## config.mk

```make
export PLATFORM = sky130hd
export DESIGN_NAME = lsu_dc_parity_scrub_ctl
export DESIGN_NICKNAME = d
export VERILOG_FILES = /design/src/rtl/lsu_dc_parity_scrub_ctl.sv
export SDC_FILE = /design/constraint.sdc
export NUM_CORES = 1
export LEC_CHECK = 0
export ABC_AREA = 0
export CAP_MARGIN = 20
export CELL_PAD_IN_SITES_DETAIL_PLACEMENT = 0
export CELL_PAD_IN_SITES_GLOBAL_PLACEMENT = 1
export CORE_MARGIN = 5
export CORE_UTILIZATION = 40
export DETAILED_ROUTE_END_ITERATION = 8
export PLACE_DENSITY = 0.95
export SLEW_MARGIN = 20
export SYNTH_ARGS = -nofsm -noshare
export SYNTH_HDL_FRONTEND = slang
export SYNTH_SLANG_ARGS = --single-unit
```

## constraint.sdc

```tcl
create_clock -name rclk -period 5.8 [get_ports rclk]
set_input_delay 1.16 -clock rclk [delete_from_list [all_inputs] [get_ports rclk]]
set_output_delay 1.16 -clock rclk [all_outputs]
set_load 0.02 [all_outputs]
```

## src/rtl/lsu_dc_parity_scrub_ctl.sv

```systemverilog
// ---------------------------------------------------------------------------
// lsu_dc_parity_scrub_ctl
//   Background dcache parity scrubber. It walks every line index in turn and
//   reads each line through the shared dcache read port, using the port only
//   in cycles the LSU leaves idle. The line's parity is recomputed by an
//   internal parity generator and compared with the stored parity bits. Each
//   mismatching line yields one pulsed error record and bumps a saturating
//   error count.
//
//   Optional feature macro: LSU_DC_SCRUB_ERR_INJECT_EN
//     When defined, this adds input scrub_inj. A pulse on scrub_inj arms a
//     sticky flag. The next CHECK inverts stored parity bit 0 and then clears
//     the flag.
//
// Ports
//   rclk, reset          clock, synchronous active-high reset
//   scrub_en             enable background scrubbing
//   scrub_interval       idle cycles between line reads (0 treated as 1)
//   dc_port_busy         LSU owns the read port this cycle
//   scrub_rd_req/idx     read request and line index
//   scrub_rd_gnt         grant, qualified by scrub_rd_req
//   dc_rd_vld/data/par   returned line data and stored parity
//   scrub_err            1-cycle pulse on a parity mismatch
//   scrub_err_idx/mask   failing line index and parity mask (held)
//   scrub_err_cnt        saturating mismatch-line count
//   scrub_pass_done      1-cycle pulse after the last index is checked
//   dbg_state            current FSM state (debug)
//   scrub_inj            (macro only) arm a parity-bit-0 inversion
// ---------------------------------------------------------------------------

// Per-group XOR parity generator. It is shared in form with the dcache write
// path.
module lsu_dc_par_gen #(
  parameter int WIDTH = 8,
  parameter int NUM   = 16
) (
  input  logic [WIDTH*NUM-1:0] i_data,
  output logic [NUM-1:0]       o_par
);
  always_comb begin
    o_par = '0;
    for (int g = 0; g < NUM; g++) begin
      o_par[g] = ^i_data[g*WIDTH +: WIDTH];
    end
  end
endmodule

module lsu_dc_parity_scrub_ctl #(
  parameter int WIDTH = 8,
  parameter int NUM   = 16,
  parameter int IDX_W = 7,
  parameter int CNT_W = 8
) (
  input  logic                 rclk,
  input  logic                 reset,
  input  logic                 scrub_en,
  input  logic [15:0]          scrub_interval,
  input  logic                 dc_port_busy,
  output logic                 scrub_rd_req,
  output logic [IDX_W-1:0]     scrub_rd_idx,
  input  logic                 scrub_rd_gnt,
  input  logic                 dc_rd_vld,
  input  logic [WIDTH*NUM-1:0] dc_rd_data,
  input  logic [NUM-1:0]       dc_rd_par,
  output logic                 scrub_err,
  output logic [IDX_W-1:0]     scrub_err_idx,
  output logic [NUM-1:0]       scrub_err_mask,
  output logic [CNT_W-1:0]     scrub_err_cnt,
  output logic                 scrub_pass_done,
`ifdef LSU_DC_SCRUB_ERR_INJECT_EN
  input  logic                 scrub_inj,
`endif
  output logic [1:0]           dbg_state
);

  typedef enum logic [1:0] {S_IDLE, S_REQ, S_WAIT, S_CHECK} state_t;

  localparam logic [IDX_W-1:0] IDX_ONE = 1;
  localparam logic [CNT_W-1:0] CNT_ONE = 1;

  state_t                 r_state;
  logic [15:0]            r_cnt;
  logic [IDX_W-1:0]       r_idx;
  logic [WIDTH*NUM-1:0]   r_data;
  logic [NUM-1:0]         r_par;
  logic                   r_err;
  logic [IDX_W-1:0]       r_err_idx;
  logic [NUM-1:0]         r_err_mask;
  logic [CNT_W-1:0]       r_err_cnt;
  logic                   r_pass;

  logic [15:0]            w_interval;
  logic [15:0]            w_cnt_inc;
  logic                   w_req;
  logic [NUM-1:0]         w_par_gen;
  logic [NUM-1:0]         w_inj_vec;
  logic [NUM-1:0]         w_mask;

`ifdef LSU_DC_SCRUB_ERR_INJECT_EN
  logic                   r_inj;
`endif

  assign w_interval = (scrub_interval == 16'd0) ? 16'd1 : scrub_interval;
  assign w_cnt_inc  = r_cnt + 16'd1;

  // Read handshake: a transfer happens in a cycle where scrub_rd_req and
  // scrub_rd_gnt are both 1. The request is offered only while the LSU leaves
  // the port idle, so it follows dc_port_busy within the same cycle. A grant
  // with no request is ignored. Once the request is granted, data comes back
  // on dc_rd_vld some later cycle; it is taken only in WAIT.
  assign w_req = (r_state == S_REQ) && scrub_en && !dc_port_busy;

  lsu_dc_par_gen #(.WIDTH(WIDTH), .NUM(NUM)) u_par_gen (
    .i_data (r_data),
    .o_par  (w_par_gen)
  );

  always_comb begin
    w_inj_vec = '0;
`ifdef LSU_DC_SCRUB_ERR_INJECT_EN
    w_inj_vec[0] = r_inj;
`endif
  end

  assign w_mask = w_par_gen ^ (r_par ^ w_inj_vec);

  always_ff @(posedge rclk) begin
    if (reset) begin
      r_state    <= S_IDLE;
      r_cnt      <= '0;
      r_idx      <= '0;
      r_data     <= '0;
      r_par      <= '0;
      r_err      <= 1'b0;
      r_err_idx  <= '0;
      r_err_mask <= '0;
      r_err_cnt  <= '0;
      r_pass     <= 1'b0;
`ifdef LSU_DC_SCRUB_ERR_INJECT_EN
      r_inj      <= 1'b0;
`endif
    end else begin
      r_err  <= 1'b0;
      r_pass <= 1'b0;
      case (r_state)
        S_IDLE: begin
          if (!scrub_en) begin
            r_cnt <= '0;
          end else if (w_cnt_inc >= w_interval) begin
            r_cnt   <= '0;
            r_state <= S_REQ;
          end else begin
            r_cnt <= w_cnt_inc;
          end
        end
        S_REQ: begin
          // Dropping enable before the grant gives up this slot. The index is
          // kept, so the same line is retried later.
          if (!scrub_en) begin
            r_state <= S_IDLE;
          end else if (w_req && scrub_rd_gnt) begin
            r_state <= S_WAIT;
          end
        end
        S_WAIT: begin
          // A granted read always completes, whatever scrub_en does.
          if (dc_rd_vld) begin
            r_data  <= dc_rd_data;
            r_par   <= dc_rd_par;
            r_state <= S_CHECK;
          end
        end
        S_CHECK: begin
          if (w_mask != '0) begin
            r_err      <= 1'b1;
            r_err_idx  <= r_idx;
            r_err_mask <= w_mask;
            if (r_err_cnt != '1) r_err_cnt <= r_err_cnt + CNT_ONE;
          end
          r_pass  <= (r_idx == '1);
          r_idx   <= r_idx + IDX_ONE;
          r_state <= S_IDLE;
        end
        default: r_state <= S_IDLE;
      endcase
`ifdef LSU_DC_SCRUB_ERR_INJECT_EN
      // CHECK consumes the flag. A pulse during CHECK re-arms it for the
      // next line.
      if (r_state == S_CHECK) r_inj <= scrub_inj;
      else if (scrub_inj)     r_inj <= 1'b1;
`endif
    end
  end

  assign scrub_rd_req    = w_req;
  assign scrub_rd_idx    = r_idx;
  assign scrub_err       = r_err;
  assign scrub_err_idx   = r_err_idx;
  assign scrub_err_mask  = r_err_mask;
  assign scrub_err_cnt   = r_err_cnt;
  assign scrub_pass_done = r_pass;
  assign dbg_state       = r_state;

endmodule

```

==> run_results.csv, run 1 <==
group,metric,value,unit
sta,postLayoutSetupSlackWorst,1.80,ns
critical_path,timing.critical_path.from_type,"input pin",
floorplan,core_box_area,22000,um^2
global_route,grt.total_usage,16.3,%
clock_network,cts_num_sinks,202,
sta,grt_setup_unrepaired,"no",
global_route,grt_start_max_net_pins,101,
power_and_ir_drop,cellPowerDensity,248,nW/um^2
sta,finalHoldWorstSlack,0.464,ns
floorplan,fp.dieArea,25500,um^2
sta,pin_slew_with_the_least_headroom_to_its_limit,1.04,ns
clock_network,postCtsHoldBufs,0,
finish,num-nets-final,1453,
logic_synthesis,ff_latch_count_synth,202,
logic_synthesis,synthesis.area,8970,um^2
logic_synthesis,synth-edff-count,0,
placement,io_buffers,208,
logic_synthesis,yosysUniqueCellTypes,47,
status,run_status,"finished clean",
placement,dpl_worst_slack,1.78,ns
routing,total_wire_length_after_detailed_routing,21.9,mm
routing,first_pass_iters,4,
logic_synthesis,postSynthAreaPerCell,8.24,um^2
placement,detailed_place.area,11300,um^2
sta,achievable-frequency,0.250,GHz
critical_path,cpLargestDelayFamily,"buffers and inverters",
logic_synthesis,yosys.area.top_type,"dfxtp_1",
placement,hpwlAfterDp,15.5,mm
finish,finish.utilization,54.6,%
critical_path,crit_path_top_delay_cell,"clkdlybuf4s50_1",
finish,final_layout_size_suffix_gt1_share,3.98,%
global_route,number_of_global_route_vias_before_repair,7352,
floorplan,ioPinCount,209,
clock_network,post-cts-setup-buffer-count,0,
routing,via_count,7481,
sta,slew-limit-headroom,30.8,%
logic_synthesis,dominantRegCellSynth,"dfxtp_1",
critical_path,crit_path_max_fanout,3,
logic_synthesis,synth_sequential_area_ratio,45.1,%
floorplan,die_height,160,um
critical_path,crit_buf_inv,3,
clock_network,clock_tree.buffer_depth,3,
finish,diodes,0,
logic_synthesis,synth.top_cell.area_share,45.1,%
clock_network,clk_transition_reported_paths,0.06,ns
flow_run,timing.max_cap.violations,0,
logic_synthesis,synth_async_sr_flop_share,0,%
clock_network,cts-buffers-inserted,22,
critical_path,crit_chain,"clkdlybuf4s50_1, inv_1, nor4b_1, clkdlybuf4s50_1",
critical_path,regToRegSetupSlack,2.45,ns
power_and_ir_drop,leakage,4.36,nW
floorplan,die_w,160,um
clock_network,post_cts.resized_instances,0,
floorplan,placementRows,54,
critical_path,worst_ep_required_time,4.64,ns
logic_synthesis,netlist_top_cells_area,"dfxtp_1 (45%), nand2_1 (13%), xnor2_1 (9.7%), a21oi_1 (8.9%), xor2_1 (3.2%)",
logic_synthesis,yosysWarningCount,0,
critical_path,max_stage_delay,0.70,ns
routing,final_antenna_net_count,0,
floorplan,start_util,40.8,%
sta,timing.final.crit_share,69.0,%
placement,place_congestion,0.756,
power_and_ir_drop,irDropWorstVdd,0.000164,V
critical_path,worst_setup_path_end_kind,"primary output",
critical_path,critPathMostFrequentCell,"clkdlybuf4s50_1",
logic_synthesis,synth.net_count,1273,
global_route,grt_first_pass_wirelength,35.5,mm
routing,drt-wirelength-per-cell,14.0,um
routing,vias_per_cell,4.79,
logic_synthesis,synthCells,1088,
sta,period_needed,4.00,ns
clock_network,cts_tree,"yes",
clock_network,insertion_delay,0.49,ns
clock_network,clock-root-buffer,"clkbuf_16",
global_route,antenna_found_initial,1,
finish,layout.cell_area.non_filler,12000,um^2
sta,report.final.slew_viol_count,0,
sta,report.final.hold_viol_count,0,
sta,final.setup_skew,0.00593,ns
routing,detail_route.iter0.violations,371,
routing,remaining_drc_errors,0,
worst_hold_path,holdCritPathClass,"register to register",
critical_path,worst-setup-path-type,"input pin to primary output",
clock_network,cts_htree_levels,1,
sta,totalNegativeSetupSlack,0,ns
global_route,globalRoute.totalOverflow,0,
critical_path,timing.critical_path.arrival,2.84,ns
sta,number_of_setup_violations_in_the_final_report,0,
finish,area_growth,33.8,%
-- final cells by class --
cell class              count  area [um^2]
well taps                 280          350
clock buffers              31          636
multi-input cells         804         4640
repair buffers            215         2140
inverters                  23         86.3
clock inverters             7          110
fillers                  2031         9960
flip-flops and latches    202         4040
-- worst register-to-register path: stages (launching register included) --
cell and delay (ns):
dfxtp_1 0.42, ha_1 0.22, and3_1 0.20, nand3_1 0.15, and2_1 0.20, or2_1 0.24, ha_1 0.31, a21o_1 0.18
a211oi_1 0.26, o31a_1 0.19, o211ai_1 0.14, a2111oi_0 0.43, buf_4 0.22, o21ai_0 0.08, nand2_1 0.06
-- through the flow --
step	std cells	total power, mW
2_1_floorplan	1088	1.45
3_3_place_gp	1524	1.58
3_5_place_dp	1524	1.58
4_1_cts	1562	3.02
5_1_grt	1562	3.09
6_report	1562	2.98
-- per-layer routing --
metal  GRT usage, %  part of all wire (%)  up-vias  wire length [um]
met5              0                 0.059        -                13
li1               -                     -     3911                 -
met2           27.6                    46      180             10100
met4           4.30                   2.5        2               553
met3           4.41                   6.7       38              1480
met1           20.7                    44     3350              9680
-- cells in the mapped netlist, drive strengths merged, types with 2 or more instances --
cell and number:
nor4 4, nor3 5, nor4b 2, a21o 3, o21ai 6, nor2b 7, a31o 4, a211oi 2
nor2 58, a21oi 159, or4 2, nand2 310, and4b 2, and2 4, xor2 33, and3 6
nand2b 2, or2 6, dfxtp 202, ha 19, xnor2 99, inv 23, clkbuf 50, a22oi 9
buf 9, nand3 12, nand4 7, mux2i 24, xnor3 6, a22o 2
-- state kept, by name (all words and copies together), names as in the netlist, named ones only --
name,cells
scrub_err_mask,16
scrub_err_idx,7
scrub_err_cnt,8
r_cnt,16
dbg_state,1
r_par,16
scrub_err,1
scrub_rd_idx,7
scrub_pass_done,1
r_data,128
-- final timing paths --
kind                            startpoint           end  cells after the start
worst min register to register    r_par[8]      r_par[8]                      2
worst min-delay path              r_par[8]      r_par[8]                      2
worst max-delay path              scrub_en  scrub_rd_req                      4
worst max register to register    r_cnt[0]      r_cnt[6]                     14
-- cells by family after synthesis --
logic type / Yosys count / share of synthesized area, %
buf+inv: 82 / 3.54
fa+ha+maj: 19 / 2.65
flops: 202 / 45.1
mux: 25 / 2.80
compound gates: 194 / 11.9
simple gates: 428 / 19.6
xor+xnor: 138 / 14.4
-- layout by cell type, fill, tap and decap left out, types with 3 or more instances in the layout --
master and count:
nand2_1 309, clkdlybuf4s50_1 207, dfxtp_1 202, a21oi_1 159, xnor2_1 99, nor2_1 58, xor2_1 33, mux2i_1 24
clkbuf_16 23, inv_1 21, ha_1 19, nand3_1 12, a22oi_1 9, nand4_1 7, nor2b_1 7, buf_4 7
and3_1 6, xnor3_1 6, nor3_1 5, clkbuf_1 5, nor4_1 4, or2_2 4, a31o_1 4, o21ai_1 4
clkinv_2 4, and2_1 3, a21o_1 3, clkbuf_8 3, bufinv_16 3
-- report_power, final --
part	switching [mW]	internal [mW]
registers	0.000929	1.39
clock network	0.538	0.893
logic	0.0529	0.107
No activity file was read; power rests on OpenSTA's default activity.
==> run 2: changes to the inputs <==
Settings changed: CORE_UTILIZATION 40 to 33, PLACE_DENSITY 0.95 to 0.87.
Clock period 5.8 ns to 3.35 ns, I/O delays scaled along.
==> run_results.csv, run 2 (synthesized netlist as in run 1, its figures left out) <==
group,metric,value,unit
floorplan,ioPinCount,209,
power_and_ir_drop,power.switching,1.07,mW
finish,final_common_cell,"nand2_1",
routing,remaining_drc_errors,0,
floorplan,start_util,33.4,%
clock_network,cts_tree,"yes",
critical_path,worst_ep_required_time,3.78,ns
routing,first_pass_iters,4,
clock_network,clock-root-buffer,"clkbuf_16",
sta,postLayoutSetupSlackWorst,0.192,ns
routing,drt-wirelength-per-cell,14.0,um
clock_network,insertion_delay,0.51,ns
sta,report.final.hold_viol_count,0,
global_route,globalRoute.totalOverflow,0,
sta,pin_slew_with_the_least_headroom_to_its_limit,0.664,ns
power_and_ir_drop,irDropWorstVdd,0.000236,V
critical_path,timing.critical_path.from_type,"register",
power_and_ir_drop,seq_power_share,46.8,%
placement,detailed_place.area,11400,um^2
sta,report.final.slew_viol_count,0,
power_and_ir_drop,design_power_total,5.14,mW
clock_network,postCtsHoldBufs,0,
finish,area_growth,35.8,%
global_route,number_of_global_route_vias_before_repair,7470,
power_and_ir_drop,share_comb_of_total_power,5.5,%
global_route,antenna_found_initial,0,
flow_run,timing.max_cap.violations,0,
worst_hold_path,whs_path_depth,2,
global_route,grt_first_pass_wirelength,36.9,mm
power_and_ir_drop,power.internal,4.08,mW
sta,timing.final.crit_share,94.3,%
routing,total_wire_length_after_detailed_routing,22.9,mm
critical_path,crit_path_max_fanout,5,
floorplan,fp.dieArea,30600,um^2
placement,dpl_worst_slack,-0.0671,ns
clock_network,cts_htree_levels,1,
clock_network,cts_num_sinks,202,
power_and_ir_drop,clkPwrFrac,47.7,%
critical_path,worst_r2r_path_depth,15,
critical_path,timing.critical_path.arrival,3.59,ns
placement,place_congestion,0.769,
finish,number_of_flip_flops_in_the_largest_register,128,
floorplan,placementRows,60,
power_and_ir_drop,cellPowerDensity,422,nW/um^2
sta,final.setup_skew,0.0147,ns
finish,final_layout_size_suffix_gt1_share,5.19,%
finish,largest-register,"r_data",
sta,achievable-frequency,0.317,GHz
placement,hpwlAfterDp,16.2,mm
routing,detail_route.iter0.violations,300,
floorplan,die_height,175,um
floorplan,die_w,175,um
placement,io_buffers,208,
clock_network,clock_tree.buffer_depth,3,
clock_network,cts-buffers-inserted,23,
power_and_ir_drop,leakage,4.40,nW
sta,number_of_setup_violations_in_the_final_report,0,
clock_network,clk_transition_reported_paths,0.06,ns
floorplan,core_box_area,26900,um^2
routing,via_count,7633,
finish,diodes,0,
sta,period_needed,3.16,ns
critical_path,worst-setup-path-type,"register to register",
status,run_status,"finished clean",
sta,slew-limit-headroom,55.7,%
sta,totalNegativeSetupSlack,0,ns
routing,final_antenna_net_count,0,
worst_hold_path,holdCritPathClass,"register to register",
finish,layout.cell_area.non_filler,12200,um^2
global_route,grt_start_max_net_pins,145,
routing,vias_per_cell,4.68,
power_and_ir_drop,switching_share,20.7,%
critical_path,worst_setup_path_end_kind,"register",
finish,mostFrequentLayoutCells,"nand2_1 (309), clkdlybuf4s50_1 (207), dfxtp_1 (200)",
finish,num-nets-final,1460,
global_route,grt.total_usage,14.4,%
==> run 2: changes by cell type in the layout (fill, tap and decap cells not counted), sizes merged <==
cell,delta
buf,+6
clkinv,+2
bufinv,-1
clkbuf,+1
inv,+1
==> run 2: routing by layer <==
layer / wire length (um) / GRT usage (%)
met4: 421 / 3.31
met1: 10800 / 19.6
met3: 1460 / 3.50
met5: 0 / 0
met2: 10200 / 23.1
==> run 2: per-stage QoR <==
| stage | cells | hold WS, ns | utilization (%) |
|---|---|---|---|
| floorplan | 1088 | 0.448 | - |
| global placement | 1590 | 0.454 | 42.4 |
| detailed placement | 1590 | 0.458 | 42.4 |
| CTS | 1631 | 0.466 | 45.2 |
| global route | 1632 | 0.480 | 45.3 |
| finish | 1632 | 0.463 | 45.3 |
==> run 2: worst paths after layout <==
path / slack, ns / endpoint / startpoint
min reg2reg: 0.46 / r_data[19] / r_data[19]
max: 0.19 / r_cnt[11] / r_cnt[0]
max reg2reg: 0.19 / r_cnt[11] / r_cnt[0]
min: 0.46 / r_data[19] / r_data[19]
==> run 2: cell type report <==
class | count | area (um^2)
tap | 341 | 427
clock inverter | 9 | 98.8
fill | 2669 | 14700
inverter | 23 | 86.3
clock buffer | 32 | 639
multi-input combinational | 804 | 4660
timing repair buffer | 221 | 2220
sequential | 202 | 4050
==> run 2: repair_timing <==
action / 4_1_cts / 5_1_grt
setup endpoints to repair: 0 / 17
setup buffers: 0 / 0
gates resized for setup: 0 / 11
==> run 2: worst max-delay path, stage by stage (launching register included) <==
cell	delay (ns)
dfxtp_4	0.37
ha_2	0.19
and3_4	0.21
nand3_2	0.11
and2_1	0.18
or2_1	0.24
ha_1	0.31
a21o_1	0.19
a211oi_2	0.21
o31a_1	0.16
o211ai_1	0.14
buf_4	0.17
a211oi_2	0.25
buf_4	0.19
a22oi_1	0.07
nor2_1	0.09
==> run 2: power by group through the flow <==
| stage | Clock [mW] | Combinational, mW | Sequential, mW |
|---|---|---|---|
| after floorplan | 0 | 0.0571 | 2.46 |
| after global placement | 0 | 0.282 | 2.46 |
| after detailed placement | 0 | 0.282 | 2.46 |
| after CTS | 2.54 | 0.284 | 2.40 |
| after global routing | 2.65 | 0.303 | 2.40 |
| final | 2.45 | 0.283 | 2.40 |
==> run 3: changes to the inputs <==
Settings changed: MAX_ROUTING_LAYER from default to met4, SKIP_LAST_GASP from default to 1.
==> run_results.csv, run 3 (synthesized netlist as in run 1, its figures left out) <==
group,metric,value,unit
critical_path,timing.critical_path.arrival,3.58,ns
clock_network,insertion_delay,0.51,ns
routing,final_antenna_net_count,0,
sta,final.setup_skew,0.0132,ns
critical_path,worst_ep_required_time,3.78,ns
routing,drt-wirelength-per-cell,14.0,um
clock_network,cts-buffers-inserted,23,
global_route,globalRoute.totalOverflow,0,
power_and_ir_drop,cellPowerDensity,422,nW/um^2
sta,finalHoldWorstSlack,0.463,ns
global_route,grt_start_max_net_pins,145,
finish,final_cells,1632,
routing,detail_route.iter0.violations,324,
floorplan,core_box_area,26900,um^2
floorplan,start_util,33.4,%
clock_network,cts_num_sinks,202,
clock_network,cts_tree,"yes",
global_route,grt.total_usage,14.8,%
critical_path,timing.critical_path.from_type,"register",
finish,mostFrequentLayoutCells,"nand2_1 (309), clkdlybuf4s50_1 (207), dfxtp_1 (200)",
finish,area_growth,35.8,%
placement,placed_cells_incl_taps,1590,
sta,report.final.slew_viol_count,0,
critical_path,crit_path_max_fanout,5,
sta,slew-limit-headroom,56.4,%
status,run_status,"finished clean",
sta,period_needed,3.15,ns
finish,fillerInstances,2669,
floorplan,fp.dieArea,30600,um^2
global_route,grt_first_pass_wirelength,37.0,mm
clock_network,clock_tree.buffer_depth,3,
floorplan,die_height,175,um
finish,num-nets-final,1460,
flow_run,timing.max_cap.violations,0,
sta,pin_slew_with_the_least_headroom_to_its_limit,0.654,ns
global_route,number_of_global_route_vias_before_repair,7450,
finish,finish.utilization,45.3,%
sta,timing.final.crit_share,93.9,%
routing,via_count,7645,
sta,report.final.hold_viol_count,0,
finish,multi_input_comb_area,4660,um^2
critical_path,worst-setup-path-type,"register to register",
placement,hpwlAfterDp,16.2,mm
finish,final_common_cell,"nand2_1",
sta,number_of_setup_violations_in_the_final_report,0,
power_and_ir_drop,leakage,4.40,nW
floorplan,placementRows,60,
finish,final_layout_size_suffix_gt1_share,5.19,%
routing,vias_per_cell,4.68,
finish,largest-register,"r_data",
floorplan,ioPinCount,209,
clock_network,clk_transition_reported_paths,0.06,ns
floorplan,die_w,175,um
clock_network,post-cts-setup-buffer-count,0,
clock_network,postCtsHoldBufs,0,
global_route,antenna_found_initial,0,
worst_hold_path,holdCritPathClass,"register to register",
routing,total_wire_length_after_detailed_routing,22.9,mm
placement,place_congestion,0.780,
finish,number_of_flip_flops_in_the_largest_register,128,
sta,achievable-frequency,0.318,GHz
routing,remaining_drc_errors,0,
clock_network,cts_htree_levels,1,
critical_path,crit_chain,"ha_2, and3_4, nand3_2, and2_1, or2_1, ha_1, a21o_1, a211oi_2, o31a_1, o211ai_1, buf_4, a211oi_2, buf_4, mux2i_1, nor2_1",
finish,diodes,0,
critical_path,worst_setup_path_end_kind,"register",
routing,first_pass_iters,6,
finish,layout.area.seq,4050,um^2
critical_path,max_stage_delay,0.37,ns
power_and_ir_drop,design_power_total,5.14,mW
clock_network,clock-root-buffer,"clkbuf_16",
placement,io_buffers,208,
power_and_ir_drop,irDropWorstVdd,0.000236,V
critical_path,crit_path_top_delay_cell,"dfxtp_4",
run 3: final cells by class:
| cell class | instances | share of cell area, % |
|---|---|---|
| multi-input combinational | 804 | 38.3 |
| sequential | 202 | 33.2 |
| timing repair buffer | 221 | 18.2 |
| clock buffer | 32 | 5.25 |
| tap | 341 | 3.50 |
| clock inverter | 9 | 0.811 |
| inverter | 23 | 0.709 |
run 3: path summary, 6_finish.rpt:
check             startpoint         end  slack (ns)  cells past startpoint
setup / recovery    r_cnt[0]    r_cnt[0]        0.20                     15
hold / removal    r_data[19]  r_data[19]        0.46                      2
setup reg to reg    r_cnt[0]    r_cnt[0]        0.20                     15
hold reg to reg   r_data[19]  r_data[19]        0.46                      2
run 3: critical path, delay by kind of cell, from the launching register on:
kind,cells,cell delay [ns]
fa+ha+maj,2,0.50
compound gates,5,0.95
simple gates,5,0.83
flops,1,0.37
buf+inv,2,0.35
mux,1,0.07
run 3: report_power, final:
part	internal [mW]	switching [mW]	leakage [nW]
clock	1.48	0.973	0.368
combinational	0.189	0.0936	2.40
sequential	2.40	0.00168	1.63
total	4.08	1.07	4.40
run 3: per-layer routing:
metal | vias up | routed length [um] | track usage, %
li1 | 3933 | - | -
met4 | 0 | 368 | 3.31
met3 | 33 | 1480 | 3.31
met1 | 3493 | 10700 | 19.8
met5 | - | 0 | -
met2 | 186 | 10300 | 23.0
run 3: repair_timing:
action,in CTS,in global routing
setup endpoints to repair,0,17
hold endpoints to repair,0,0
resized for setup,0,11
run 3: metrics by stage:
stage	instance area (um^2)	setup WS, ns	TNS (ns)
floorplan	8970	0.101	0
detailed placement	11400	-0.0671	-0.691
global route	12200	-0.0111	-0.0178
CTS	12100	0.0400	0
global placement	11400	0.00463	0
finish	12200	0.204	0
